==> src/rtl/y86_arb_pkg.sv <==
// Shared types and constants for the Y86 two-port memory bus arbiter.
package y86_arb_pkg;

  localparam int unsigned ID_W     = 1;
  localparam int unsigned WAIT_MAX = 15;
  localparam int unsigned CNT_W    = 4;
  localparam int unsigned ADDR_W   = 32;
  localparam int unsigned DATA_W   = 32;
  localparam int unsigned STAT_W   = 16;

  typedef enum logic [1:0] {
    ST_IDLE   = 2'd0,
    ST_ACCESS = 2'd1,
    ST_RESP   = 2'd2
  } arb_state_t;

  // One latched bus transaction.
  typedef struct packed {
    logic [ID_W-1:0]   id;
    logic              we;
    logic [ADDR_W-1:0] addr;
    logic [DATA_W-1:0] wdata;
  } arb_txn_t;

  // Wait-state count as loaded into the access down-counter, clamped to its range.
  function automatic logic [CNT_W-1:0] wait_load(input int unsigned ws);
    return (ws > WAIT_MAX) ? CNT_W'(WAIT_MAX) : CNT_W'(ws);
  endfunction

endpackage

==> src/rtl/y86_rr_pick2.sv <==
// Stateless two-way round-robin pick: a lone requester wins, on contention
// the port that was not granted last time wins.
module y86_rr_pick2
  import y86_arb_pkg::*;
(
  input  logic            valid0,
  input  logic            valid1,
  input  logic [ID_W-1:0] last,
  output logic            grant_any,
  output logic [ID_W-1:0] grant_id
);

  // Combinational selection from current requests and previous winner.
  always_comb begin
    grant_any = valid0 | valid1;
    grant_id  = ID_W'(0);
    if (valid0 && valid1) begin
      grant_id = ~last;
    end else if (valid1) begin
      grant_id = ID_W'(1);
    end
  end

endmodule

==> src/rtl/y86_bus_arbiter.sv <==
// Y86 two-requester memory bus arbiter: IDLE -> ACCESS -> RESP -> IDLE,
// round-robin grant, WAIT_STATES extra access cycles, one-cycle ready pulse.
// Optional per-port grant counters are built when Y86_ARB_STATS_EN is defined.
module y86_bus_arbiter
  import y86_arb_pkg::*;
#(
  parameter int unsigned WAIT_STATES = 1
) (
  input  logic        clk,
  input  logic        rst,
  input  logic        req0_valid,
  input  logic        req0_we,
  input  logic [31:0] req0_addr,
  input  logic [31:0] req0_wdata,
  input  logic        req1_valid,
  input  logic        req1_we,
  input  logic [31:0] req1_addr,
  input  logic [31:0] req1_wdata,
  output logic        req0_ready,
  output logic        req1_ready,
  output logic [31:0] req0_rdata,
  output logic [31:0] req1_rdata,
  output logic [31:0] bus_A,
  output logic [31:0] bus_out,
  output logic        bus_WE,
  output logic        bus_RE,
  input  logic [31:0] bus_in,
  output logic        busy,
  output logic        last_grant
`ifdef Y86_ARB_STATS_EN
  ,
  output logic [15:0] grant_cnt0,
  output logic [15:0] grant_cnt1
`endif
);

  arb_state_t        r_state;
  arb_state_t        w_state_nxt;
  logic [CNT_W-1:0]  r_cnt;
  logic [CNT_W-1:0]  w_cnt_nxt;
  logic              w_take;
  logic              w_finish;

  logic              w_grant_any;
  logic [ID_W-1:0]   w_grant_id;
  arb_txn_t          w_req;

  arb_txn_t          r_txn;
  logic [ID_W-1:0]   r_last;
  logic [DATA_W-1:0] r_rdata;
  logic              r_ready0;
  logic              r_ready1;
  logic [ADDR_W-1:0] r_bus_a;
  logic [DATA_W-1:0] r_bus_out;
  logic              r_bus_we;
  logic              r_bus_re;
  logic              r_busy;

  // Round-robin winner among the current requests.
  y86_rr_pick2 u_pick (
    .valid0    (req0_valid),
    .valid1    (req1_valid),
    .last      (r_last),
    .grant_any (w_grant_any),
    .grant_id  (w_grant_id)
  );

  // Fields of the winning requester, ready to be latched at grant.
  always_comb begin
    w_req    = '0;
    w_req.id = w_grant_id;
    if (w_grant_id == ID_W'(1)) begin
      w_req.we    = req1_we;
      w_req.addr  = req1_addr;
      w_req.wdata = req1_wdata;
    end else begin
      w_req.we    = req0_we;
      w_req.addr  = req0_addr;
      w_req.wdata = req0_wdata;
    end
  end

  // State register with asynchronous reset.
  always_ff @(posedge clk or posedge rst) begin
    if (rst) begin
      r_state <= ST_IDLE;
      r_cnt   <= '0;
    end else begin
      r_state <= w_state_nxt;
      r_cnt   <= w_cnt_nxt;
    end
  end

  // Next-state, wait counter and grant/finish strobes.
  always_comb begin
    w_state_nxt = r_state;
    w_cnt_nxt   = r_cnt;
    w_take      = 1'b0;
    w_finish    = 1'b0;
    case (r_state)
      ST_IDLE: begin
        if (w_grant_any) begin
          w_state_nxt = ST_ACCESS;
          w_cnt_nxt   = wait_load(WAIT_STATES);
          w_take      = 1'b1;
        end
      end
      ST_ACCESS: begin
        if (r_cnt == '0) begin
          w_state_nxt = ST_RESP;
          w_finish    = 1'b1;
        end else begin
          w_cnt_nxt = r_cnt - CNT_W'(1);
        end
      end
      ST_RESP: begin
        w_state_nxt = ST_IDLE;
      end
      default: begin
        w_state_nxt = ST_IDLE;
        w_cnt_nxt   = '0;
      end
    endcase
  end

  // Latched transaction, bus drive, read capture and ready pulse.
  always_ff @(posedge clk or posedge rst) begin
    if (rst) begin
      r_txn     <= '0;
      r_last    <= ID_W'(1);
      r_rdata   <= '0;
      r_ready0  <= 1'b0;
      r_ready1  <= 1'b0;
      r_bus_a   <= '0;
      r_bus_out <= '0;
      r_bus_we  <= 1'b0;
      r_bus_re  <= 1'b0;
      r_busy    <= 1'b0;
    end else begin
      r_ready0 <= 1'b0;
      r_ready1 <= 1'b0;
      r_busy   <= (w_state_nxt != ST_IDLE);
      if (w_take) begin
        r_txn     <= w_req;
        r_last    <= w_grant_id;
        r_bus_a   <= w_req.addr;
        r_bus_out <= w_req.wdata;
        r_bus_we  <= w_req.we;
        r_bus_re  <= ~w_req.we;
      end else if (w_finish) begin
        r_bus_a   <= '0;
        r_bus_out <= '0;
        r_bus_we  <= 1'b0;
        r_bus_re  <= 1'b0;
        if (!r_txn.we) begin
          r_rdata <= bus_in;
        end
        r_ready0 <= (r_txn.id == ID_W'(0));
        r_ready1 <= (r_txn.id == ID_W'(1));
      end
    end
  end

  assign req0_ready = r_ready0;
  assign req1_ready = r_ready1;
  assign req0_rdata = r_rdata;
  assign req1_rdata = r_rdata;
  assign bus_A      = r_bus_a;
  assign bus_out    = r_bus_out;
  assign bus_WE     = r_bus_we;
  assign bus_RE     = r_bus_re;
  assign busy       = r_busy;
  assign last_grant = r_last;

`ifdef Y86_ARB_STATS_EN
  logic [STAT_W-1:0] r_gcnt0;
  logic [STAT_W-1:0] r_gcnt1;

  // Per-port grant counters, free-running wrap.
  always_ff @(posedge clk or posedge rst) begin
    if (rst) begin
      r_gcnt0 <= '0;
      r_gcnt1 <= '0;
    end else if (w_take) begin
      if (w_grant_id == ID_W'(1)) begin
        r_gcnt1 <= r_gcnt1 + STAT_W'(1);
      end else begin
        r_gcnt0 <= r_gcnt0 + STAT_W'(1);
      end
    end
  end

  assign grant_cnt0 = r_gcnt0;
  assign grant_cnt1 = r_gcnt1;
`endif

endmodule

==> config.mk <==
export PLATFORM = sky130hd
export DESIGN_NAME = y86_bus_arbiter
export DESIGN_NICKNAME = d
export VERILOG_FILES = /design/src/rtl/y86_arb_pkg.sv /design/src/rtl/y86_rr_pick2.sv /design/src/rtl/y86_bus_arbiter.sv
export SDC_FILE = /design/constraint.sdc
export NUM_CORES = 1
export LEC_CHECK = 0
export ABC_AREA = 1
export CORE_MARGIN = 1.5
export CORE_UTILIZATION = 42
export DETAILED_ROUTE_END_ITERATION = 16
export GPL_ROUTABILITY_DRIVEN = 1
export MAX_ROUTING_LAYER = met4
export PLACE_DENSITY = 0.86
export SYNTH_ARGS = -nofsm -noshare
export SYNTH_HDL_FRONTEND = slang
export SYNTH_SLANG_ARGS = --single-unit
export TNS_END_PERCENT = 10
==> constraint.sdc <==
create_clock -name clk -period 12.15 [get_ports clk]
set_input_delay 3.645 -clock clk [delete_from_list [all_inputs] [get_ports clk]]
set_output_delay 3.645 -clock clk [all_outputs]
set_load 0.02 [all_outputs]
==> results.yml, run 1 <==
setup_path:
  max_stage_delay_ps: 650
  cp_max_fo: 70
  reg2reg_slack_ps: 9680
  path_cells: "clkdlybuf4s50_1, o21ai_4, buf_4, inv_2, nand2_1, o21ai_0"
  crit_start: "req1_valid"
  crit_type: "in -> reg"
  cp_num_buf_inv: 3
  cp-start-kind: "input port"
  cp_top_family: "buffers and inverters"
  worstSetupEndpointType: "register"
  crit_arrival_ps: 5980
  r2r_cells: 8
  cp_slowest_cell: "inv_2"
  r2r_end: "r_txn[64]$_DFFE_PP0P_"
  r2r-start: "last_grant$_DFFE_PP1P_"
  critPathRequiredTime_ps: 12330
timing:
  rsz0062_at_grt: "no"
  finalHoldViolCount: 0
  setup_violations: 0
  fmaxAchievable_ghz: 0.1724
  slew_violations: 0
  finalCriticalPeriod_ps: 5801
  setup_tns_ps: 0
  slew_headroom_pct: 23.69
  min_period_over_period_pct: 47.74
  tightest_slew_ps: 1145
  whs_ps: 447.0
  finClkSkew_ps: 7.758
routing:
  drtIter0Drc: 278
  drcViolationCount: 0
  wl_mm: 16.81
  vias_per_cell: 4.799
  drt-wirelength-per-cell_um: 14.71
  ant_nets: 0
  first_pass_iters: 5
  num_vias: 5485
placed_design:
  routabilityCongestion: 0.8445
  io_buffer_count: 299
  dpl.hpwl_mm: 11.89
synthesis:
  synth_cells: 727
  synth_edf_count: 0
  ys.flop_type: "dfrtp_1"
  ys_ff_latch: 110
  yosysSeqAreaShare_pct: 50.32
  yosys-top-cells-count: "407 x nand2_1, 109 x dfrtp_1, 100 x nand3_1"
  synth_top_area_share_pct: 49.84
  synthAdderAreaFrac_pct: 0.4572
  syn-cell-area_mm2: 0.005473
  muxShareOfSynthArea_pct: 0
  postSynth.asyncResetShare_pct: 100.0
  synth_simple_gate_area_share_pct: 38.11
  syn_avg_cell_area_um2: 7.528
  synth_compound_area_share_pct: 0.9831
  synth_area_leader_cell: "dfrtp_1"
  synth_xor_area_share_pct: 0.1600
  yosysMostFrequentCell: "nand2_1"
  ys_types: 22
  syn_nets: 895
  ys_warn_count: 0
  ys_top_cells_by_area: "dfrtp_1 50%, nand2_1 28%, nand3_1 9.1%, buf_4 5.8%, buf_2 1.4%"
  synth_top_family_by_area: "simple AND/OR/NAND/NOR gates"
die:
  start_util_pct: 43.19
  rows: 41
  die-area_mm2: 0.01372
  die_h_um: 117.2
  dieWidth_um: 117.2
  io_pins: 300
  design.core.area_mm2: 0.01267
clock_network:
  cts_max_level: 3
  root_buffer: "clkbuf_16"
  cts_tree: "built"
  hold_buffers: 0
  clock-sinks: 110
  cts_buffer_depth: 2
  cts_resized: 0
  clk_latency_ps: 350
  clk_transition_reported_paths_ps: 80
  cts_setup_buffers: 0
  numCtsBuffers: 9
run_status:
  status: "complete, no violations"
global_routing:
  grt_pass1_wl_mm: 25.48
  grt_pass1_vias: 5201
  antenna_found_initial: 0
  grt.total_usage_pct: 25.00
  gr-total-overflow: 0
  grt_max_degree: 83
power:
  powerDensity_mw_per_mm2: 253.2
  peakVddDrop_uv: 102.0
  leakagePower_uw: 0.004232
hold_path:
  hold_class: "reg -> reg"
  holdPathEnd: "req0_ready$_DFF_PP0_"
  min_from: "r_txn[65]$_DFFE_PP0P_"
  hold_depth: 1
cells_and_area:
  drive_above_1_share_pct: 3.399
  syn_to_final_growth_pct: 55.83
  nets: 1134
  final.fill_count: 1083
  diodes: 0
flow_run:
  maxCapViolations: 0
-- routing by layer --
| layer | up-vias | share of wire [%] | GRT usage [%] |
|---|---|---|---|
| met5 | - | 0 | - |
| met4 | 0 | 2.6 | 9.639 |
| met3 | 31 | 8.2 | 6.334 |
| met2 | 225 | 50 | 42.83 |
| met1 | 2538 | 40 | 28.11 |
| li1 | 2691 | - | - |
-- worst reg2reg max path, stage by stage, from the launching register on --
cell     delay, ps
dfstp_2        560
nand2_1         70
nand2_2         60
buf_4          520
inv_2          630
nand2_1        210
nand2_1         80
nand2_1         70
o21ai_0        100
-- worst max-delay path by stage --
| stage | to | slack (ps) | depth (start not counted) |
|---|---|---|---|
| after floorplan | bus_A[0]$_DFFE_PP0P_ | 5600 | 1 |
| after global placement | r_txn[64]$_DFFE_PP0P_ | 6000 | 9 |
| after detailed placement | r_txn[64]$_DFFE_PP0P_ | 5960 | 9 |
| after CTS | r_txn[64]$_DFFE_PP0P_ | 6310 | 9 |
| after global routing | r_txn[64]$_DFFE_PP0P_ | 6130 | 9 |
| final | r_txn[64]$_DFFE_PP0P_ | 6350 | 6 |
-- stage by stage --
stage	worst slack [ps]	util (%)	cell area (µm²)	total power, µW	instances
2_1_floorplan	5604	-	5473	1385	727
3_3_place_gp	6004	64.96	8232	1859	1127
3_5_place_dp	5955	64.96	8232	1883	1127
4_1_cts	6314	67.31	8528	2179	1143
5_1_grt	6130	67.31	8528	2312	1143
6_report	6349	67.31	8528	2160	1143
-- registers in the layout, indices dropped and copies added (netlist names) --
signal,cells
bus_WE,1
req0_rdata,32
busy,1
r_txn,2
req0_ready,1
r_state,2
bus_out,32
req1_ready,1
r_cnt,4
last_grant,1
bus_RE,1
bus_A,32
-- kinds of logic (layout without fill, tap and decap cells) --
kind of cell	count (synthesis)	count (layout)
flops	110	110
buf+inv	88	332
xor+xnor	1	1
simple gates	516	516
compound gates	10	10
fa+ha+maj	2	2
-- report_power, final --
| group | total [µW] | internal [µW] | leakage [µW] | switching, µW |
|---|---|---|---|---|
| sequential | 646 | 536 | 0.00138 | 110 |
| clock | 291 | 157 | 0.000145 | 135 |
| combinational | 1220 | 525 | 0.00271 | 697 |
-- layout by cell type (no fill, tap or decap) --
cell type and count:
buf_4 5, clkbuf_16 9, clkbuf_8 3, clkdlybuf4s50_1 299, clkinv_1 1, clkinv_2 2, clkinv_4 2, clkinvlp_4 1
dfrtp_1 109, dfstp_2 1, ha_1 2, inv_1 6, inv_2 3, inv_4 1, nand2_1 406, nand2_2 1
nand2_4 1, nand3_1 100, nand3_2 1, nor2_1 5, nor2_4 1, o21ai_0 9, o21ai_4 1, or2_2 1
xor2_1 1
-- cell type report --
type	instances	area [µm²]	area share, %
inverters	12	48.80	0.5722
multi-input cells	529	2183	25.60
repair buffers	304	3030	35.53
clock buffers	12	266.5	3.125
flip-flops and latches	110	2754	32.29
clock inverters	4	30.03	0.3521
well taps	172	215.2	2.523
Note: power is estimated with default switching activity, not from simulation.
==> inputs of run 2 (changes only) <==
CORE_UTILIZATION = 39   (was 42)
PLACE_DENSITY = 0.81   (was 0.86)
clock period = 5.7 ns   (was 12.15 ns; I/O delays follow)
==> results.yml, run 2 (synthesis gave the netlist of run 1 again) <==
run_status:
  status: "complete, no violations"
cells_and_area:
  final.fill_count: 1233
  post-route-util_pct: 61.99
  multi_input_area_mm2: 0.002183
  final_area_mm2: 0.008538
  drive_above_1_share_pct: 3.186
  syn_to_final_growth_pct: 56.01
  diodes: 0
  nets: 1136
  layout_common_cells: "406 x nand2_1, 299 x clkdlybuf4s50_1, 109 x dfrtp_1"
  seqCellArea_mm2: 0.002754
  final_common_cell: "nand2_1"
clock_network:
  numCtsBuffers: 9
  root_buffer: "clkbuf_16"
  clk_transition_reported_paths_ps: 70
  cts_max_level: 3
  cts_buffer_depth: 2
  cts_resized: 0
  hold_buffers: 0
  cts_setup_buffers: 0
  clk_latency_ps: 340
  cts_tree: "built"
  clock-sinks: 110
setup_path:
  reg2reg_slack_ps: 3650
  critPathRequiredTime_ps: 5960
  max_stage_delay_ps: 800
  r2r_cells: 7
  cp_num_buf_inv: 2
  crit_type: "in -> reg"
  r2r_end: "r_cnt[1]$_DFFE_PP0P_"
  cp-start-kind: "input port"
  cp_top_family: "buffers and inverters"
  worstSetupEndpointType: "register"
  r2r-start: "r_cnt[0]$_DFFE_PP0P_"
  cp.depth: 7
  cp_max_fo: 66
  path_cells: "clkdlybuf4s50_1, nand2_2, inv_2, nand2_1, nand2_1, nand2_1, o21ai_0"
  crit_arrival_ps: 3570
  crit_top_cell: "nand2_1"
  cp_slowest_cell: "inv_2"
routing:
  vias_per_cell: 4.789
  ant_nets: 0
  first_pass_iters: 5
  drtIter0Drc: 316
  drt-wirelength-per-cell_um: 14.58
  wl_mm: 16.81
  num_vias: 5522
  drcViolationCount: 0
hold_path:
  holdPathEnd: "req0_ready$_DFF_PP0_"
  hold_depth: 1
  min_from: "r_txn[65]$_DFFE_PP0P_"
  hold_class: "reg -> reg"
timing:
  setup_violations: 0
  rsz0062_at_grt: "no"
  min_period_over_period_pct: 58.11
  slew_headroom_pct: 22.64
  finClkSkew_ps: 5.741
  fmaxAchievable_ghz: 0.3019
  tightest_slew_ps: 1160
  finalHoldViolCount: 0
  whs_ps: 425.8
  worst_slack_ps: 2388
  slew_violations: 0
  setup_tns_ps: 0
  finalCriticalPeriod_ps: 3312
global_routing:
  grt_pass1_vias: 5137
  antenna_found_initial: 0
  grt.total_usage_pct: 23.41
  grt_max_degree: 70
  gr-total-overflow: 0
  grt_pass1_wl_mm: 26.12
placed_design:
  dpl_cell_area_mm2: 0.008257
  place_ws_ps: 2007
  routabilityCongestion: 0.7758
  dpl.hpwl_mm: 11.72
  io_buffer_count: 299
die:
  die_h_um: 121.5
  die-area_mm2: 0.01475
  design.core.area_mm2: 0.01377
  dieWidth_um: 121.5
  rows: 43
  io_pins: 300
  start_util_pct: 39.73
power:
  peakVddDrop_uv: 274.9
  leakagePower_uw: 0.004235
  powerDensity_mw_per_mm2: 539.3
flow_run:
  maxCapViolations: 0
-- run 2: worst max-delay path by stage --
stage,from,endpoint,slack [ps]
6_report,req1_valid,r_txn[64]$_DFFE_PP0P_,2390
3_5_place_dp,req1_valid,r_txn[64]$_DFFE_PP0P_,2010
2_1_floorplan,rst,bus_A[0]$_DFFE_PP0P_,1090
4_1_cts,req1_valid,r_txn[64]$_DFFE_PP0P_,2370
5_1_grt,req1_valid,r_txn[64]$_DFFE_PP0P_,2160
3_3_place_gp,req1_valid,r_txn[64]$_DFFE_PP0P_,1990
-- run 2: metrics by stage --
stage	total power [µW]	cells
floorplan	2952	727
global placement	3985	1137
detailed placement	4038	1137
CTS	4655	1153
global route	4913	1153
finish	4604	1153
-- run 2: layer usage --
| layer | part of all wire (%) | vias up | track usage (%) |
|---|---|---|---|
| met1 | 40 | 2553 | 27.54 |
| met4 | 1.7 | 0 | 7.574 |
| li1 | - | 2702 | - |
| met2 | 50 | 246 | 39.65 |
| met5 | 0 | - | - |
| met3 | 8.6 | 21 | 5.498 |
-- run 2: where the power goes --
| part | total, µW | switching [µW] | internal [µW] |
|---|---|---|---|
| clock network | 600 | 266 | 334 |
| registers | 1380 | 238 | 1140 |
| logic | 2620 | 1500 | 1120 |
-- run 2: layout make-up --
cell class,count,area share [%]
well taps,180,2.638
repair buffers,306,35.67
inverters,12,0.5715
multi-input cells,529,25.57
flip-flops and latches,110,32.25
clock buffers,16,3.297
-- run 2: worst reg2reg max path, cell delays in order, from the launching register on --
cell and delay, ps:
dfrtp_1 340, inv_1 90, ha_1 240, nand3_2 100, buf_4 570, nand2_1 380, nand2_1 120, o21ai_0 90
==> inputs of run 3 (changes only) <==
clock period = 3.25 ns   (was 5.7 ns; I/O delays follow)
==> results.yml, run 3 (synthesis gave the netlist of run 1 again) <==
clock_network:
  cts_tree: "built"
  cts_setup_buffers: 0
  hold_buffers: 0
  clk_transition_reported_paths_ps: 70
  root_buffer: "clkbuf_16"
  cts_resized: 0
  clock-sinks: 110
  clk_latency_ps: 340
  cts_max_level: 3
  cts_buffer_depth: 2
  numCtsBuffers: 9
flow_run:
  maxCapViolations: 0
routing:
  vias_per_cell: 4.716
  num_vias: 5442
  drtIter0Drc: 323
  first_pass_iters: 6
  drcViolationCount: 0
  wl_mm: 16.56
  drt-wirelength-per-cell_um: 14.35
  ant_nets: 0
power:
  powerDensity_mw_per_mm2: 948.9
  leakagePower_uw: 0.004273
  peakVddDrop_uv: 520.2
run_status:
  status: "complete, no violations"
timing:
  slew_violations: 0
  min_period_over_period_pct: 77.05
  tightest_slew_ps: 1167
  slew_headroom_pct: 22.18
  setup_violations: 0
  fmaxAchievable_ghz: 0.3994
  finClkSkew_ps: 8.407
  whs_ps: 437.7
  finalHoldViolCount: 0
  rsz0062_at_grt: "no"
  finalCriticalPeriod_ps: 2504
  setup_tns_ps: 0
die:
  start_util_pct: 39.73
  rows: 43
  die_h_um: 121.5
  io_pins: 300
  dieWidth_um: 121.5
  design.core.area_mm2: 0.01377
  die-area_mm2: 0.01475
global_routing:
  antenna_found_initial: 0
  grt_max_degree: 111
  gr-total-overflow: 0
  grt_pass1_wl_mm: 26.01
  grt_pass1_vias: 5141
  grt.total_usage_pct: 23.24
setup_path:
  reg2reg_slack_ps: 1100
  cp-start-kind: "input port"
  r2r_cells: 6
  crit_arrival_ps: 2750
  r2r-start: "r_cnt[0]$_DFFE_PP0P_"
  critPathRequiredTime_ps: 3490
  cp_max_fo: 68
  r2r_end: "bus_RE$_DFFE_PP0P_"
  worstSetupEndpointType: "register"
  crit_type: "in -> reg"
placed_design:
  routabilityCongestion: 0.7656
  dpl.hpwl_mm: 11.66
  io_buffer_count: 299
cells_and_area:
  nets: 1138
  final_common_cell: "nand2_1"
  drive_above_1_share_pct: 3.696
  layout_common_cells: "406 x nand2_1, 299 x clkdlybuf4s50_1, 109 x dfrtp_1"
  diodes: 0
  syn_to_final_growth_pct: 57.52
  post-route-util_pct: 62.59
hold_path:
  hold_class: "reg -> reg"
  holdPathEnd: "req0_ready$_DFF_PP0_"
  min_from: "r_txn[65]$_DFFE_PP0P_"
  hold_depth: 1
run 3: cell types whose count changed in the layout (fill, tap and decap cells not counted), moves of 2 or more:
cell	previous run	this run
clkbuf_1	4	0
clkinv_2	1	3
bufinv_16	0	2
buf_12	0	2
run 3: metal layers:
metal	track usage, %	share of wire [%]
met2	37.85	48
met3	5.592	7.3
met4	7.794	1.7
met5	-	0
met1	28.43	43
run 3: worst max-delay path by stage:
stage | end | slack, ps | from | cells past startpoint
5_1_grt | r_txn[65]$_DFFE_PP0P_ | 530 | req1_valid | 5
3_3_place_gp | r_txn[65]$_DFFE_PP0P_ | 350 | req1_valid | 5
3_5_place_dp | r_txn[65]$_DFFE_PP0P_ | 310 | req1_valid | 5
6_report | r_txn[64]$_DFFE_PP0P_ | 750 | req1_valid | 5
2_1_floorplan | bus_A[0]$_DFFE_PP0P_ | 950 | rst | 1
4_1_cts | r_txn[65]$_DFFE_PP0P_ | 680 | req1_valid | 5
run 3: final cells by class:
cell class                 instances  area, µm²
clock buffer                      11      252.7
tap                              180      225.2
inverter                          12      50.05
fill                            1252       5152
sequential                       110       2754
clock inverter                     4      70.07
multi-input combinational        529       2183
timing repair buffer             308       3085
run 3: critical path, stage by stage:
cell	delay (ps)
clkdlybuf4s50_1	560
o21ai_4	90
inv_2	810
nand2_1	150
o21ai_0	120
run 3: power breakdown:
group          internal [µW]  total (µW)  switching [µW]
clock                    711        1190             479
combinational           1980        4580            2600
sequential              2000        2410             408
total                   4690        8180            3490
run 3: per-stage QoR:
stage | setup slack, ps | total power (µW) | std cells | cell area (µm²)
floorplan | 946.3 | 5178 | 727 | 5477
global placement | 350.9 | 6980 | 1139 | 8298
detailed placement | 311.1 | 7067 | 1139 | 8298
CTS | 680.6 | 8288 | 1154 | 8621
global route | 531.5 | 8763 | 1154 | 8621
finish | 746.0 | 8180 | 1154 | 8621
